<file path="config.mk">
export PLATFORM = sky130hd
export DESIGN_NAME = riscv_run_controller_flat
export DESIGN_NICKNAME = d
export VERILOG_FILES = /design/src/rtl/riscv_run_controller_if.sv /design/src/rtl/riscv_run_controller.sv /design/src/flat_wrapper.sv
export SDC_FILE = /design/constraint.sdc
export NUM_CORES = 1
export LEC_CHECK = 0
export BUFFER_PORTS_ARGS = -buffer_cell sky130_fd_sc_hd__buf_2
export CORE_MARGIN = 5
export CORE_UTILIZATION = 23
export CTS_BUF_LIST = sky130_fd_sc_hd__clkbuf_2
export DETAILED_ROUTE_END_ITERATION = 8
export GPL_ROUTABILITY_DRIVEN = 0
export HOLD_SLACK_MARGIN = 0.05
export REMOVE_ABC_BUFFERS = 1
export SLEW_MARGIN = 20
export SYNTH_ARGS = -nofsm -noshare
export SYNTH_HDL_FRONTEND = slang
export SYNTH_SLANG_ARGS = --single-unit
</file>
<file path="constraint.sdc">
create_clock -name clk -period 9.6 [get_ports clk]
set_input_delay 0.96 -clock clk [delete_from_list [all_inputs] [get_ports clk]]
set_output_delay 0.96 -clock clk [all_outputs]
set_load 0.01 [all_outputs]
</file>
<file path="src/rtl/riscv_run_controller_if.sv">
// Bus between the run controller and the core/bench: snooped core ports in,
// reset/verdict/counter outputs back.
interface riscv_run_controller_if #(
   parameter int unsigned XLEN  = 32,
   parameter int unsigned CNT_W = 32
);
   logic             retire_valid;
   logic             dmem_we;
   logic [XLEN-1:0]  dmem_addr;
   logic [XLEN-1:0]  dmem_wdata;
   logic             cpu_rst_n;
   logic             running;
   logic             done;
   logic             pass;
   logic             timeout;
   logic             deadlock;
   logic [XLEN-2:0]  fail_code;
   logic [CNT_W-1:0] cycle_count;
   logic [CNT_W-1:0] instret_count;

   modport master (
      output retire_valid, dmem_we, dmem_addr, dmem_wdata,
      input  cpu_rst_n, running, done, pass, timeout, deadlock,
             fail_code, cycle_count, instret_count
   );

   modport slave (
      input  retire_valid, dmem_we, dmem_addr, dmem_wdata,
      output cpu_rst_n, running, done, pass, timeout, deadlock,
             fail_code, cycle_count, instret_count
   );
endinterface

</file>
<file path="src/rtl/riscv_run_controller.sv">
// Run controller for the pipelined RISC-V core: reset sequencing, run/retire
// counters and tohost / timeout / deadlock termination with a latched verdict.
module riscv_run_controller #(
   parameter int unsigned     XLEN           = 32,
   parameter int unsigned     CNT_W          = 32,
   parameter int unsigned     RST_CYCLES     = 2,
   parameter int unsigned     TIMEOUT_CYCLES = 60,
   parameter int unsigned     STALL_CYCLES   = 16,
   parameter logic [XLEN-1:0] TOHOST_ADDR    = 32'h0000_1000,
   parameter bit              HOLD_ON_DONE   = 1'b1
) (
   input  logic                   clk,
   input  logic                   rst,
   riscv_run_controller_if.slave  bus
);

   typedef enum logic [1:0] {S_HOLD, S_RUN, S_DONE} state_e;

   state_e           state_q;
   logic [7:0]       hold_q;
   logic [CNT_W-1:0] cycle_q, instret_q;
   logic [31:0]      stall_q;
   logic             cpu_rst_n_q, running_q, done_q;
   logic             pass_q, timeout_q, deadlock_q;
   logic [XLEN-2:0]  fail_code_q;

   logic [CNT_W-1:0] cycle_d, instret_d;
   logic [31:0]      stall_d;
   logic             hit_tohost, hit_timeout, hit_stall;

   always_comb begin
      cycle_d     = (&cycle_q) ? cycle_q : cycle_q + 1'b1;
      instret_d   = (bus.retire_valid && !(&instret_q)) ? instret_q + 1'b1 : instret_q;
      stall_d     = bus.retire_valid ? '0 : ((&stall_q) ? stall_q : stall_q + 1'b1);
      hit_tohost  = bus.dmem_we && (bus.dmem_addr == TOHOST_ADDR);
      hit_timeout = (TIMEOUT_CYCLES != 0) && (cycle_q == CNT_W'(TIMEOUT_CYCLES - 1));
      hit_stall   = (STALL_CYCLES != 0) && (stall_q == STALL_CYCLES - 1) && !bus.retire_valid;
   end

   always_ff @(posedge clk or posedge rst) begin
      if (rst) begin
         state_q     <= S_HOLD;
         hold_q      <= '0;
         cycle_q     <= '0;
         instret_q   <= '0;
         stall_q     <= '0;
         cpu_rst_n_q <= 1'b0;
         running_q   <= 1'b0;
         done_q      <= 1'b0;
         pass_q      <= 1'b0;
         timeout_q   <= 1'b0;
         deadlock_q  <= 1'b0;
         fail_code_q <= '0;
      end else begin
         case (state_q)
            S_HOLD: begin
               if (hold_q == 8'(RST_CYCLES - 1)) begin
                  state_q     <= S_RUN;
                  cpu_rst_n_q <= 1'b1;
                  running_q   <= 1'b1;
               end else begin
                  hold_q <= hold_q + 1'b1;
               end
            end
            S_RUN: begin
               // The terminating retire is counted; the cycle counter is not advanced.
               instret_q <= instret_d;
               if (hit_tohost || hit_timeout || hit_stall) begin
                  state_q     <= S_DONE;
                  running_q   <= 1'b0;
                  done_q      <= 1'b1;
                  cpu_rst_n_q <= !HOLD_ON_DONE;
                  if (hit_tohost) begin
                     pass_q      <= (bus.dmem_wdata == XLEN'(1));
                     fail_code_q <= bus.dmem_wdata[XLEN-1:1];
                  end else if (hit_timeout) begin
                     timeout_q <= 1'b1;
                  end else begin
                     deadlock_q <= 1'b1;
                  end
               end else begin
                  cycle_q <= cycle_d;
                  stall_q <= stall_d;
               end
            end
            S_DONE: ;
            default: state_q <= S_HOLD;
         endcase
      end
   end

   assign bus.cpu_rst_n     = cpu_rst_n_q;
   assign bus.running       = running_q;
   assign bus.done          = done_q;
   assign bus.pass          = pass_q;
   assign bus.timeout       = timeout_q;
   assign bus.deadlock      = deadlock_q;
   assign bus.fail_code     = fail_code_q;
   assign bus.cycle_count   = cycle_q;
   assign bus.instret_count = instret_q;

endmodule

</file>
<file path="src/flat_wrapper.sv">
// flat-port wrapper written by rule: the top's interface ports become plain ports
module riscv_run_controller_flat 
#(
   parameter int unsigned     XLEN           = 32,
   parameter int unsigned     CNT_W          = 32,
   parameter int unsigned     RST_CYCLES     = 2,
   parameter int unsigned     TIMEOUT_CYCLES = 60,
   parameter int unsigned     STALL_CYCLES   = 16,
   parameter logic [XLEN-1:0] TOHOST_ADDR    = 32'h0000_1000,
   parameter bit              HOLD_ON_DONE   = 1'b1
)
  (clk, rst, bus_retire_valid, bus_dmem_we, bus_dmem_addr, bus_dmem_wdata, bus_cpu_rst_n, bus_running, bus_done, bus_pass, bus_timeout, bus_deadlock, bus_fail_code, bus_cycle_count, bus_instret_count);
  riscv_run_controller_if #(.XLEN(XLEN), .CNT_W(CNT_W)) bus_i ();
  input  logic clk;
  input  logic rst;
  input wire logic [$bits(bus_i.retire_valid)-1:0] bus_retire_valid;
  input wire logic [$bits(bus_i.dmem_we)-1:0] bus_dmem_we;
  input wire logic [$bits(bus_i.dmem_addr)-1:0] bus_dmem_addr;
  input wire logic [$bits(bus_i.dmem_wdata)-1:0] bus_dmem_wdata;
  output wire logic [$bits(bus_i.cpu_rst_n)-1:0] bus_cpu_rst_n;
  output wire logic [$bits(bus_i.running)-1:0] bus_running;
  output wire logic [$bits(bus_i.done)-1:0] bus_done;
  output wire logic [$bits(bus_i.pass)-1:0] bus_pass;
  output wire logic [$bits(bus_i.timeout)-1:0] bus_timeout;
  output wire logic [$bits(bus_i.deadlock)-1:0] bus_deadlock;
  output wire logic [$bits(bus_i.fail_code)-1:0] bus_fail_code;
  output wire logic [$bits(bus_i.cycle_count)-1:0] bus_cycle_count;
  output wire logic [$bits(bus_i.instret_count)-1:0] bus_instret_count;
  assign bus_i.retire_valid = bus_retire_valid;
  assign bus_i.dmem_we = bus_dmem_we;
  assign bus_i.dmem_addr = bus_dmem_addr;
  assign bus_i.dmem_wdata = bus_dmem_wdata;
  assign bus_cpu_rst_n = bus_i.cpu_rst_n;
  assign bus_running = bus_i.running;
  assign bus_done = bus_i.done;
  assign bus_pass = bus_i.pass;
  assign bus_timeout = bus_i.timeout;
  assign bus_deadlock = bus_i.deadlock;
  assign bus_fail_code = bus_i.fail_code;
  assign bus_cycle_count = bus_i.cycle_count;
  assign bus_instret_count = bus_i.instret_count;
  riscv_run_controller #(.XLEN(XLEN), .CNT_W(CNT_W), .RST_CYCLES(RST_CYCLES), .TIMEOUT_CYCLES(TIMEOUT_CYCLES), .STALL_CYCLES(STALL_CYCLES), .TOHOST_ADDR(TOHOST_ADDR), .HOLD_ON_DONE(HOLD_ON_DONE)) u_core (.clk(clk), .rst(rst), .bus(bus_i));
endmodule
</file>
Word level (Yosys, flattened, before mapping). Index checks and enable logic that the tools add are counted. Widths: inputs -> output; s select.

Add/subtract/negate cells: 4. Equality and inequality tests: 10. Muxes and demuxes: 8. Bitwise logic cells: 6. Reductions and logical operators: 22.

Operator list (number): $add 32x1->32 const B (3); $reduce_and 32->1 (3); $mux 32 (2); $eq 32x1->1 const B (1); $eq 32x13->1 const B (1); $eq 32x4->1 const B (1); $eq 32x6->1 const B (1); $reduce_and 3->1 (5); $add 8x1->8 const B (1); $eq 8x1->1 const B (1); $reduce_and 4->1 (2); $not 1->1 (6); $pmux 2 s3 (1); $reduce_and 2->1 (3); $mux 2 (2); $ne 2x1->1 const B (2); $logic_and 1x1->1 (3); $eq 2x1->1 const B (1); $eq 2x2->1 const B (1); $logic_not 1->1 (2); $logic_not 2->1 (1); $logic_or 1x1->1 (2); $mux 1 (2); $ne 2x2->1 const B (1); other kinds (2) (2).

Register bits after elaboration: 142. Input port bits: 68. Output and inout bits: 101. Logic and storage cells: 61.

Depth between registers and ports, before layout.
Depth in word-level cells: 6. Mapped depth: 10. Gate-level depth less buffers: 8.

Worst setup path after synthesis. OpenSTA, ideal clock, no wires.

Path type: input to register. Start: input port bus_dmem_addr[1]. End: register u_core.stall_q[30]. Setup time: 0.126 ns. Arrival time: 2.650 ns. Data required time: 9.474 ns. Setup slack: 6.824 ns. Cell stages on the path: 8. Buffers on the path: 1. Path through: nor4b_1 nand4_1 nor4_2 nor4_4 nand2_2 buf_4 nor4_1 a221o_1.

Cells in the longest elaborated chain, start to end: 6.

RTL lines: from (decl) (RTL line flat_wrapper.sv:18) `input wire logic [$bits(bus_i.dmem_addr)-1:0] bus_dmem_addr;`; $eq 32x13->1 (RTL line riscv_run_controller.sv:35) `hit_tohost = bus.dmem_we && (bus.dmem_addr == TOHOST_ADDR);`; $logic_and 1x1->1 (RTL line riscv_run_controller.sv:35); $logic_or 1x1->1 (2 in a row) (RTL line riscv_run_controller.sv:68) `if (hit_tohost || hit_timeout || hit_stall) begin`; $not 1->1 (no source line); $reduce_and 3->1 (no source line); to (signal assigned) (RTL line riscv_run_controller.sv:83) `stall_q <= stall_d;`; to (decl) (RTL line riscv_run_controller.sv:22) `logic [31:0] stall_q;`.

Every way passes these cells. A chain may end at the register's enable or synchronous reset.

Worst setup path after layout.
Start: input port bus_dmem_addr[1]. End: register u_core.stall_q[21].

Same word-level chain as after synthesis.

==> metrics.cfg <==
[outcome]
outcome = complete, no violations

[logic_synthesis]
synth_seq_cells = 142
ys_types = 49
synth.yosys.warnings = 0
syn_area_per_cell_um2 = 10.7
synthCells = 632
postSynth.asyncResetShare_pct = 100
yosysSeqAreaShare_pct = 52.3
synthDominantCellAreaShare_pct = 52.3
yosys-top-cells-area = dfrtp_1 (52%), mux2_2 (5.6%), xnor2_1 (5.4%), nor4_1 (3.5%), xor2_1 (3.4%)
post-synth-top-count-cell = dfrtp_1
synth.cell_area_mm2 = 0.00679
synthDominantAreaCellType = dfrtp_1
synth-edff-count = 0
netlist_top_cells_count = dfrtp_1 (142), nand2_1 (56), nand3_1 (42), xnor2_1 (42), nor4_1 (38)
ys_dominant_reg_cell = dfrtp_1

[critical_path]
rrSetupSlack_ns = 5.99
timing.setup.critical_path_class = in -> reg
worst_ep_required_time_ns = 10.17
endpoint_kind = flop
worst-endpoint-arrival_ns = 4.29
rr_startpoint = u_core.stall_q[0]$_DFFE_PP0P_
reg2reg_depth = 8
worstReg2RegEnd = u_core.stall_q[21]$_DFFE_PP0P_
crit_start_category = input port
crit_path_max_fanout = 45

[sta]
finalSetupTns_ns = 0
final.min_clock_period_ns = 3.73
final.period_utilization_pct = 38.8
fin_worst_hold_slack_ns = 0.347
timing.final.hold_violations = 0
max_slew.worst_pin.slew_ns = 0.908
final-setup-viol-count = 0
slew_headroom_pct = 39.4
grt_setup_unrepaired = false
fin_worst_skew_ns = 0.0396
max_freq_mhz = 268
timing_max_transition_violations_final = 0

[route]
dr.first_iter.drc_count = 249
detail_route.drc_violations = 0
drt-pass1-iter-count = 5
drt_wl_total_um = 18100
ant_nets = 0
detail_route.vias_per_cell = 4.53
route.vias.total = 5468
routedWlPerCell_um = 15.0

[die]
initial_core_util_pct = 23.1
floorplan.die_area_mm2 = 0.0331
die_h_um = 182
floorplan.io_pins = 169
die-width_um = 182
rows = 63
core_mm2 = 0.0294

[min_path]
timing.hold.worst.class = in -> async

[placement]
buffer_ports.inserted = 168
placed_cell_area_mm2 = 0.00805
place.detailed.hpwl_um = 13500

[clocking]
cts_inserted_buffers = 17
cts_post_setup_buffers_inserted = 0
clk_pin_slew_ns = 0.24
cts.htree.levels = 4
cts_hold_repair.buffers = 0
cts.sinks = 142
cts_root_buf = clkbuf_2
tritoncts = done
cts_repair_resize_count = 0
max-clock-path-buffers = 2
insertion_delay_ns = 0.69

[final_layout]
antenna_cells_inserted = 0
final_layout_net_count = 877
final_design_area_no_fill_mm2 = 0.00830
nFillCells = 3116
utilization_pct = 28.2
layout-drive-gt1-share_pct = 31.0
areaGrowthSynthToFinish_pct = 22.2

[global_route]
grtUsageTotal_pct = 10.8
overflow = 0
initial_antenna_violation_count = 2
pin_count_of_the_biggest_net_entering_global_routing = 74
grt_first_pass_wirelength_um = 28900
first_global_vias = 5355

[power]
pwr_density_cell_mw_per_mm2 = 140
total_leakage_power_nw = 4.03
total_power_mw = 1.16
ir_worst_vdd_mv = 0.0735

[job]
cap_violations = 0

==> critical path, cell delays in order <==
cell and delay (ns):
buf_2 0.11, nor4b_1 0.66, nand4_1 0.27, nor4_2 0.65, nor4_4 0.16, nand2_2 0.61, or2_1 0.66, o21ai_0 0.20
==> metrics by stage <==
stage | setup slack, ns | std cells
floorplan | 4.83 | 614
global placement | 5.26 | 1175
detailed placement | 5.13 | 1175
CTS | 5.97 | 1207
global route | 5.67 | 1207
finish | 5.87 | 1207
==> cell families after synthesis <==
group | share of synthesized area, %
buffers and inverters | 2.23
AO/OA/AOI/OAI | 6.65
multiplexers | 5.64
AND/OR/NAND/NOR | 23.5
XOR/XNOR | 8.77
adder cells (fa/ha/maj) | 0.921
flip-flops | 52.3
==> cell usage in the layout (no fill, tap or decap), types with 3 or more instances in the layout <==
master	instances
o31ai_1	14
nor4_1	37
and2_1	3
buf_4	3
clkbuf_2	17
nor3b_1	3
or4_1	3
o21ai_0	23
xnor2_1	42
and3_1	12
inv_1	13
nor4b_1	6
nor2b_1	10
and4_1	9
nand2b_1	3
o41ai_1	4
a31oi_1	8
xor2_1	26
inv_6	5
clkinv_4	3
nand4_1	23
mux2_2	34
a211o_1	3
nor3_1	22
dfrtp_1	142
a21oi_1	4
nand3_2	3
nand3_1	42
nand2_1	56
nand3b_1	4
nor2_1	34
buf_2	168
ha_1	5
a221o_1	7
==> layer usage <==
| metal | wire (µm) | GRT usage (%) | vias to the layer above |
|---|---|---|---|
| li1 | - | - | 2667 |
| met1 | 7970 | 13.8 | 2656 |
| met2 | 8540 | 17.3 | 131 |
| met3 | 1460 | 4.63 | 10 |
| met4 | 74 | 2.07 | 4 |
| met5 | 27 | 0 | - |
==> report_power, final <==
part	internal (mW)	switching [mW]
combinational	0.0592	0.0732
sequential	0.627	0.0425
clock	0.124	0.239
total	0.810	0.355
==> worst max-delay path by stage <==
| stage | slack (ns) | to | start |
|---|---|---|---|
| finish | 5.87 | u_core.stall_q[21]$_DFFE_PP0P_ | bus_dmem_addr[1] |
| global route | 5.67 | u_core.stall_q[21]$_DFFE_PP0P_ | u_core.stall_q[0]$_DFFE_PP0P_ |
| CTS | 5.97 | u_core.stall_q[21]$_DFFE_PP0P_ | u_core.stall_q[0]$_DFFE_PP0P_ |
| detailed placement | 5.13 | u_core.stall_q[21]$_DFFE_PP0P_ | bus_dmem_addr[1] |
| global placement | 5.26 | u_core.stall_q[21]$_DFFE_PP0P_ | bus_dmem_addr[1] |
| floorplan | 4.83 | u_core.bus.cpu_rst_n$_DFFE_PP0P_ | rst |
==> registers in the layout, summed over array words and instances, names as in the netlist <==
register,count
u_core.bus.done,1
u_core.bus.instret_count,32
u_core.bus.deadlock,1
u_core.bus.cpu_rst_n,1
u_core.stall_q,32
u_core.bus.cycle_count,32
u_core.state_q,2
u_core.hold_q,8
u_core.bus.pass,1
u_core.bus.timeout,1
u_core.bus.fail_code,31
==> cell type report <==
type	count	area [µm²]	share of cell area, %
inverters	14	57.6	0.693
flip-flops and latches	142	3550	42.8
repair buffers	171	863	10.4
clock buffers	17	85.1	1.03
multi-input cells	458	3090	37.2
clock inverters	15	161	1.94
well taps	390	488	5.88
Note: power is estimated with default switching activity, not from simulation.
